File: config.mk
export PLATFORM = sky130hd
export DESIGN_NAME = pipe_ctrl
export DESIGN_NICKNAME = d
export VERILOG_FILES = /design/src/rtl/pipe_ctrl.sv
export SDC_FILE = /design/constraint.sdc
export NUM_CORES = 1
export LEC_CHECK = 0
export ABC_AREA = 1
export BUFFER_PORTS_ARGS = -buffer_cell sky130_fd_sc_hd__buf_2
export CORE_MARGIN = 2
export CORE_UTILIZATION = 52
export DETAILED_ROUTE_END_ITERATION = 16
export MAX_ROUTING_LAYER = met4
export PLACE_DENSITY = 0.82
export SLEW_MARGIN = 20
export SYNTH_ARGS = -nofsm -noshare
export SYNTH_HDL_FRONTEND = slang
export SYNTH_SLANG_ARGS = --single-unit
File: constraint.sdc
create_clock -name clk -period 1.7 [get_ports clk]
set_input_delay 0.085 -clock clk [delete_from_list [all_inputs] [get_ports clk]]
set_output_delay 0.085 -clock clk [all_outputs]
set_load 0.01 [all_outputs]
File: src/rtl/pipe_ctrl.sv
// Pipeline sequencer: owns the fetch and data-bus handshakes, detects load-use
// hazards, drives per-stage enables and keeps stall/bubble performance counters.
module pipe_ctrl (
  input  logic        clk,
  input  logic        reset,
  input  logic        ibus_data_ok,
  input  logic [31:0] ibus_data,
  output logic        ibus_valid,
  output logic [31:0] instr_out,
  input  logic        id_valid,
  input  logic [4:0]  id_rs1,
  input  logic [4:0]  id_rs2,
  input  logic        id_use_rs1,
  input  logic        id_use_rs2,
  input  logic        ex_valid,
  input  logic        ex_memread,
  input  logic [4:0]  ex_dst,
  input  logic        mem_valid,
  input  logic        mem_read,
  input  logic        mem_write,
  input  logic        dbus_data_ok,
  input  logic [63:0] dbus_data,
  output logic        dbus_valid,
  output logic [63:0] rdata_out,
  output logic        pc_en,
  output logic        en_fd,
  output logic        en_de,
  output logic        en_em,
  output logic        en_mw,
  output logic        bubble_de,
  output logic [31:0] stall_cycles,
  output logic [31:0] bubble_count
);

  typedef enum logic {F_REQ = 1'b0, F_HOLD = 1'b1} fstate_t;
  typedef enum logic {M_IDLE = 1'b0, M_DONE = 1'b1} mstate_t;

  fstate_t     fstate_r, fstate_nxt_s;
  mstate_t     mstate_r, mstate_nxt_s;
  logic [31:0] ibuf_r;
  logic [63:0] rbuf_r;
  logic [31:0] stall_cnt_r, bubble_cnt_r;
  logic        ibuf_ld_s, rbuf_ld_s;
  logic        mem_need_s, f_avail_s, m_ready_s, step_s, hazard_s;
  logic        rs1_hit_s, rs2_hit_s;

  // Advance decision, hazard detection and bus-facing outputs
  always_comb begin
    mem_need_s = mem_valid & (mem_read | mem_write);
    f_avail_s  = ((fstate_r == F_REQ) & ibus_data_ok) | (fstate_r == F_HOLD);
    m_ready_s  = ~mem_need_s | ((mstate_r == M_IDLE) & dbus_data_ok) | (mstate_r == M_DONE);
    rs1_hit_s  = id_use_rs1 & (id_rs1 == ex_dst);
    rs2_hit_s  = id_use_rs2 & (id_rs2 == ex_dst);
    hazard_s   = id_valid & ex_valid & ex_memread & (ex_dst != 5'd0) & (rs1_hit_s | rs2_hit_s);
    // Reset gates everything that talks to the buses or the datapath
    step_s     = f_avail_s & m_ready_s & ~reset;
    ibus_valid = (fstate_r == F_REQ) & ~reset;
    dbus_valid = mem_need_s & (mstate_r == M_IDLE) & ~reset;
    instr_out  = (fstate_r == F_HOLD) ? ibuf_r : ibus_data;
    rdata_out  = (mstate_r == M_DONE) ? rbuf_r : dbus_data;
    en_de      = step_s;
    en_em      = step_s;
    en_mw      = step_s;
    pc_en      = step_s & ~hazard_s;
    en_fd      = step_s & ~hazard_s;
    bubble_de  = step_s & hazard_s;
  end

  // Fetch and memory FSM next-state and buffer-capture decisions
  always_comb begin
    fstate_nxt_s = fstate_r;
    mstate_nxt_s = mstate_r;
    ibuf_ld_s    = 1'b0;
    rbuf_ld_s    = 1'b0;
    case (fstate_r)
      F_REQ: begin
        // A response that cannot be consumed now is parked so it is never refetched
        if (ibus_data_ok && !pc_en) begin
          fstate_nxt_s = F_HOLD;
          ibuf_ld_s    = 1'b1;
        end else begin
          fstate_nxt_s = F_REQ;
        end
      end
      F_HOLD: begin
        if (pc_en) begin
          fstate_nxt_s = F_REQ;
        end else begin
          fstate_nxt_s = F_HOLD;
        end
      end
      default: fstate_nxt_s = F_REQ;
    endcase
    case (mstate_r)
      M_IDLE: begin
        if (mem_need_s && dbus_data_ok && !step_s) begin
          mstate_nxt_s = M_DONE;
          rbuf_ld_s    = 1'b1;
        end else begin
          mstate_nxt_s = M_IDLE;
        end
      end
      M_DONE: begin
        if (step_s) begin
          mstate_nxt_s = M_IDLE;
        end else begin
          mstate_nxt_s = M_DONE;
        end
      end
      default: mstate_nxt_s = M_IDLE;
    endcase
  end

  // State, response buffers and performance counters
  always_ff @(posedge clk) begin
    if (reset) begin
      fstate_r     <= F_REQ;
      mstate_r     <= M_IDLE;
      ibuf_r       <= 32'd0;
      rbuf_r       <= 64'd0;
      stall_cnt_r  <= 32'd0;
      bubble_cnt_r <= 32'd0;
    end else begin
      fstate_r <= fstate_nxt_s;
      mstate_r <= mstate_nxt_s;
      if (ibuf_ld_s) ibuf_r <= ibus_data;
      if (rbuf_ld_s) rbuf_r <= dbus_data;
      if (!step_s) stall_cnt_r <= stall_cnt_r + 32'd1;
      if (bubble_de) bubble_cnt_r <= bubble_cnt_r + 32'd1;
    end
  end

  assign stall_cycles = stall_cnt_r;
  assign bubble_count = bubble_cnt_r;

endmodule

==> results of run 1 <==
layout by cell type, fill, tap and decap left out, types with 9 or more instances in the layout:
cell type and count:
a21oi_1 145, a21oi_2 9, buf_2 290, buf_4 42
clkbuf_16 18, dfxtp_1 159, dlygate4sd3_1 88, inv_1 147
inv_2 9, nand2_1 400, nand3_1 54, nand3b_1 9
nand4_1 17, nor2_1 134, nor2_2 10, nor3_1 9
o21ai_0 167, xnor2_1 13, xor2_1 16
routing by layer:
layer	vias up	wire length (um)	global-route usage, %
li1	5212	-	-
met1	4797	11700	37.9
met2	523	13900	50.9
met3	87	2260	5.78
met4	0	1070	14.0
met5	-	0	-
flip-flops by register name, indices dropped and copies added, names as in the netlist:
register / count
ibuf_r: 32
fstate_r: 1
bubble_count: 32
stall_cycles: 32
mstate_r: 1
rbuf_r: 64
worst max-delay path: stages, from the launching register on:
cell and delay (ps):
dfxtp_2 350, nor2_2 60, nor2_2 140, nand2_2 120
inv_6 130, nand3_4 130, clkinv_8 110, buf_2 130
cell families after synthesis:
kind of cell,synth area share (%)
flops,36.6
xor+xnor,2.96
compound gates,18.6
simple gates,30.3
fa+ha+maj,0.282
buf+inv,11.3
report_power, final:
| group | internal (mW) | switching (mW) | total [mW] |
|---|---|---|---|
| clock | 1.93 | 1.67 | 3.59 |
| sequential | 3.97 | 0.101 | 4.07 |
| combinational | 0.660 | 0.865 | 1.52 |
stage by stage:
| step | cells | area (um2) | TNS (ps) | hold slack (ps) | utilization (%) |
|---|---|---|---|---|---|
| floorplan | 1403 | 8870 | 0 | 228 | - |
| global placement | 1882 | 10600 | 0 | 327 | 63.9 |
| detailed placement | 1882 | 10600 | 0 | 337 | 63.9 |
| CTS | 2002 | 12100 | -13.4 | 0.286 | 72.6 |
| global route | 2009 | 12200 | -255 | 16.5 | 73.3 |
| finish | 2009 | 12200 | 0 | 11.2 | 73.3 |
path summary, 6_finish.rpt:
check,start,to
min,ibus_data[28],ibuf_r[28]
min reg2reg,ibuf_r[4],ibuf_r[4]
max reg2reg,mstate_r,stall_cycles[16]
max,fstate_r,bubble_de
timing repair:
| item | in CTS | in global routing |
|---|---|---|
| setup endpoints to repair | 5 | 77 |
| resized for setup | 5 | 16 |
| hold buffers | 88 | 0 |
| buffers inserted | 0 | 3 |
| pin swaps | 0 | 2 |
| endpoints found under the hold margin | 87 | 0 |
| gates cloned | 0 | 2 |
final cells by class:
| class | instances | area, um2 |
|---|---|---|
| repair buffers | 429 | 2840 |
| flip-flops and latches | 162 | 3250 |
| multi-input cells | 1005 | 4670 |
| diodes | 2 | 5.00 |
| clock inverters | 14 | 106 |
| repair inverters | 1 | 8.76 |
| fillers | 1313 | 4440 |
| inverters | 158 | 611 |
| well taps | 220 | 275 |
| clock buffers | 18 | 439 |
==> flow_metrics.py, run 1 <==
metrics = {
    "run_status": {
        "outcome": "finished, final reports clean",
    },
    "critical_path": {
        "critPathCaptureType": "primary output",
        "r2r_setup_slack_ps": 50,
        "cp-start-kind": "flip-flop",
        "cp.arrival_ps": 1580,
        "critPathKind": "flip-flop to primary output",
        "cp_max_fo": 13,
        "crit_required_ps": 1620,
        "reg2reg_depth": 8,
    },
    "synthesis": {
        "synth_top_area_share_pct": 36.6,
        "synthTopCellsByArea": "dfxtp_1, nand2_1, o21ai_0",
        "yosysMostFrequentCell": "nand2_1",
        "synth_warnings": 0,
        "synthesis.nets": 1528,
        "ys.flop_type": "dfxtp_1",
        "syn_inst": 1403,
        "synth-edff-count": 0,
        "syn_avg_cell_area_um2": 6.32,
        "synth_seq_cells": 162,
        "synth_top_cells_by_count": "nand2_1, o21ai_0, dfxtp_1, inv_1, a21oi_1",
        "yosysSeqAreaShare_pct": 36.6,
        "netlist_area_um2": 8870,
        "ys_async_sr_fraction_pct": 0,
        "synth.largest_area_cell": "dfxtp_1",
        "yosysUniqueCellTypes": 32,
    },
    "die": {
        "ios": 291,
        "core-area_um2": 16600,
        "rows": 47,
        "die_x_um": 135,
        "die_h_um": 135,
        "die-area_um2": 18100,
        "start_util_pct": 53.3,
    },
    "grt": {
        "grt_pass1_wl_um": 45100,
        "grt_overflow": 0,
        "antenna_found_initial": 2,
        "grt_use_total_pct": 31.3,
        "grt_pass1_vias": 9494,
        "grt_max_degree": 131,
    },
    "detailed_routing": {
        "avgViaCountPerCell": 5.29,
        "drtAntennaViolNets": 0,
        "dr.first_iter.drc_count": 716,
        "wire_per_inst_um": 14.4,
        "drc": 0,
        "firstDrtPassIters": 6,
        "drt-total-wl_um": 28900,
        "vias": 10600,
    },
    "hold_path": {
        "hold_path_class": "primary input to flip-flop",
        "whs_path_depth": 5,
    },
    "timing": {
        "slew_violations": 0,
        "maxSlewHeadroom_pct": 75.4,
        "min_period_over_period_pct": 98.2,
        "max_freq_mhz": 599,
        "fin_worst_skew_ps": 9.61,
        "setup_violations": 0,
        "rsz0062_at_grt": "yes",
        "setup_slack_ps": 30.4,
        "min_period_ps": 1670,
        "worst_slew_pin_slew_ps": 367,
        "finalHoldViolCount": 0,
    },
    "run": {
        "max_cap_violations": 0,
    },
    "clocking": {
        "htreeDepth": 4,
        "clk_pin_slew_worst_paths_ps": 60,
        "clkSinkCount": 162,
        "cts_buffer_depth": 2,
        "root_buffer": "clkbuf_16",
        "clock_latency_ps": 430,
        "cts-buffers-inserted": 17,
        "cts_tree": "yes",
    },
    "placed_design": {
        "port_buffers": 290,
        "pre_cts_slack_ps": 115,
        "place_hpwl_um": 18200,
        "gp_congestion": 0.967,
    },
    "power_and_ir_drop": {
        "power_mw": 9.19,
        "ir_drop_mv": 0.645,
        "powerDensity_nw_per_um2": 753,
        "p_leak_nw": 5.70,
    },
    "cells_and_area": {
        "nets": 1899,
        "syn_to_final_growth_pct": 37.6,
        "drive_gt1_share_pct": 23.7,
    },
}
(Power assumes the default switching activity.)
==> run 2: changes to the inputs <==
--- a/config.mk
+++ b/config.mk
@@ -10,8 +10,8 @@
 export CORE_MARGIN = 2
 export CORE_UTILIZATION = 52
 export DETAILED_ROUTE_END_ITERATION = 16
-export MAX_ROUTING_LAYER = met4
 export PLACE_DENSITY = 0.82
+export RECOVER_POWER = 100
 export SLEW_MARGIN = 20
 export SYNTH_ARGS = -nofsm -noshare
 export SYNTH_HDL_FRONTEND = slang
==> run 2 against run 1 <==
Cell count increased by 0.40%. Register-to-register slack improved by 80 ps. Highest routed layer unchanged. Largest power group is now clock. Largest cell class unchanged. Sequential power about the same.
==> flow_metrics.py, run 2 (synthesis gave the netlist of run 1 again) <==
metrics = {
    "clocking": {
        "clkSinkCount": 162,
        "cts-buffers-inserted": 17,
        "clk_pin_slew_worst_paths_ps": 60,
        "htreeDepth": 4,
        "root_buffer": "clkbuf_16",
        "clock_latency_ps": 430,
        "cts_buffer_depth": 2,
        "cts_tree": "yes",
    },
    "power_and_ir_drop": {
        "p_sw_mw": 2.60,
        "powerDensity_nw_per_um2": 795,
        "internal_power_mw": 7.21,
        "seqPwrFrac_pct": 41.5,
        "comb_power_share_pct": 16.2,
        "ir_drop_mv": 0.705,
        "power.share.clock_pct": 42.3,
        "power_mw": 9.81,
        "p_leak_nw": 5.57,
        "swShare_pct": 26.5,
    },
    "grt": {
        "grt_pass1_wl_um": 45900,
        "antenna_found_initial": 1,
        "grt_pass1_vias": 9458,
        "grt_max_degree": 131,
        "grt_use_total_pct": 30.8,
        "grt_overflow": 0,
    },
    "cells_and_area": {
        "largest_reg_flops": 64,
        "final_area_um2": 12300,
        "syn_to_final_growth_pct": 39.2,
        "most-common-layout-cells": "nand2_1, buf_2, o21ai_0",
        "final_common_cell": "nand2_1",
        "regMostFlops": "rbuf_r",
        "drive_gt1_share_pct": 21.0,
        "nFillCells": 1293,
        "nets": 1909,
        "area.sequential_um2": 3250,
        "fin_util_pct": 74.2,
        "multiInputGateArea_um2": 4690,
    },
    "die": {
        "die_h_um": 135,
        "die_x_um": 135,
        "die-area_um2": 18100,
        "ios": 291,
        "core-area_um2": 16600,
        "rows": 47,
        "start_util_pct": 53.3,
    },
    "detailed_routing": {
        "wire_per_inst_um": 14.8,
        "drtAntennaViolNets": 0,
        "drc": 0,
        "drt-total-wl_um": 29900,
        "firstDrtPassIters": 6,
        "vias": 10700,
        "avgViaCountPerCell": 5.29,
        "dr.first_iter.drc_count": 960,
    },
    "critical_path": {
        "crit_required_ps": 1620,
        "critPathKind": "flip-flop to primary output",
        "critPathMaxStageDelay_ps": 370,
        "cp.arrival_ps": 1590,
        "slowest_stage": "dfxtp_4",
        "cp-start-kind": "flip-flop",
        "critPathCaptureType": "primary output",
        "cp_max_fo": 65,
        "path_cells": "buf_16 > o21ai_0 > buf_2",
    },
    "timing": {
        "whs_ps": 10.7,
        "slew_violations": 0,
        "worst_slew_pin_slew_ps": 357,
        "finalHoldViolCount": 0,
        "fin_worst_skew_ps": 7.43,
        "max_freq_mhz": 596,
        "setup_violations": 0,
        "min_period_ps": 1680,
        "min_period_over_period_pct": 98.8,
        "setup_slack_ps": 20.8,
        "rsz0062_at_grt": "yes",
        "maxSlewHeadroom_pct": 75.9,
    },
    "run_status": {
        "outcome": "finished, final reports clean",
    },
    "placed_design": {
        "gp_congestion": 0.965,
        "placed_area_um2": 10600,
        "pre_cts_slack_ps": 64.0,
        "place_hpwl_um": 17900,
        "port_buffers": 290,
    },
    "run": {
        "max_cap_violations": 0,
    },
    "hold_path": {
        "hold_path_class": "primary input to flip-flop",
    },
}
==> run 2: path summary, 6_finish.rpt <==
path              cells past startpoint  slack, ps          start               to
hold / removal                        5         10  ibus_data[16]       ibuf_r[16]
setup / recovery                      3         20       mstate_r    rdata_out[27]
setup reg to reg                      8        130       fstate_r  stall_cycles[6]
hold reg to reg                       2        480     ibuf_r[18]       ibuf_r[18]
==> run 2: layout make-up <==
cell class / count / area share, %
repair buffers: 439 / 23.3
multi-input cells: 1005 / 38.0
inverters: 158 / 4.94
repair inverters: 1 / 0.0709
clock buffers: 23 / 4.12
well taps: 220 / 2.23
diodes: 1 / 0.0203
clock inverters: 8 / 0.993
flip-flops and latches: 162 / 26.3
==> run 2: worst max-delay path, delay by kind of cell (launching register included) <==
family          cells  cell delay [ps]
flops               1              370
compound gates      1              360
buf+inv             2              390
==> run 2: layer usage <==
metal	routed length, um	global-route usage, %
met1	12100	38.4
met2	14300	52.3
met3	2680	7.06
met4	758	11.1
met5	0	0
==> run 2: timing repair <==
action	CTS	global route
setup buffers	0	9
endpoints found under the hold margin	92	0
setup endpoints to repair	7	82
gates resized for setup	6	25
pin swaps	0	1
cloned	0	3
hold buffers	93	0
==> run 2: power groups by stage <==
stage / Combinational (mW) / Clock [mW] / Sequential, mW
2_1_floorplan: 0.801 / 0 / 4.14
3_3_place_gp: 1.29 / 0 / 4.13
3_5_place_dp: 1.32 / 0 / 4.14
4_1_cts: 1.49 / 4.17 / 4.06
5_1_grt: 1.72 / 4.33 / 4.09
6_report: 1.59 / 4.15 / 4.07
==> run 2: through the flow <==
| stage | std cells | setup TNS [ps] |
|---|---|---|
| 2_1_floorplan | 1403 | 0 |
| 3_3_place_gp | 1880 | 0 |
| 3_5_place_dp | 1880 | 0 |
| 4_1_cts | 2004 | -19.4 |
| 5_1_grt | 2016 | -103 |
| 6_report | 2017 | 0 |
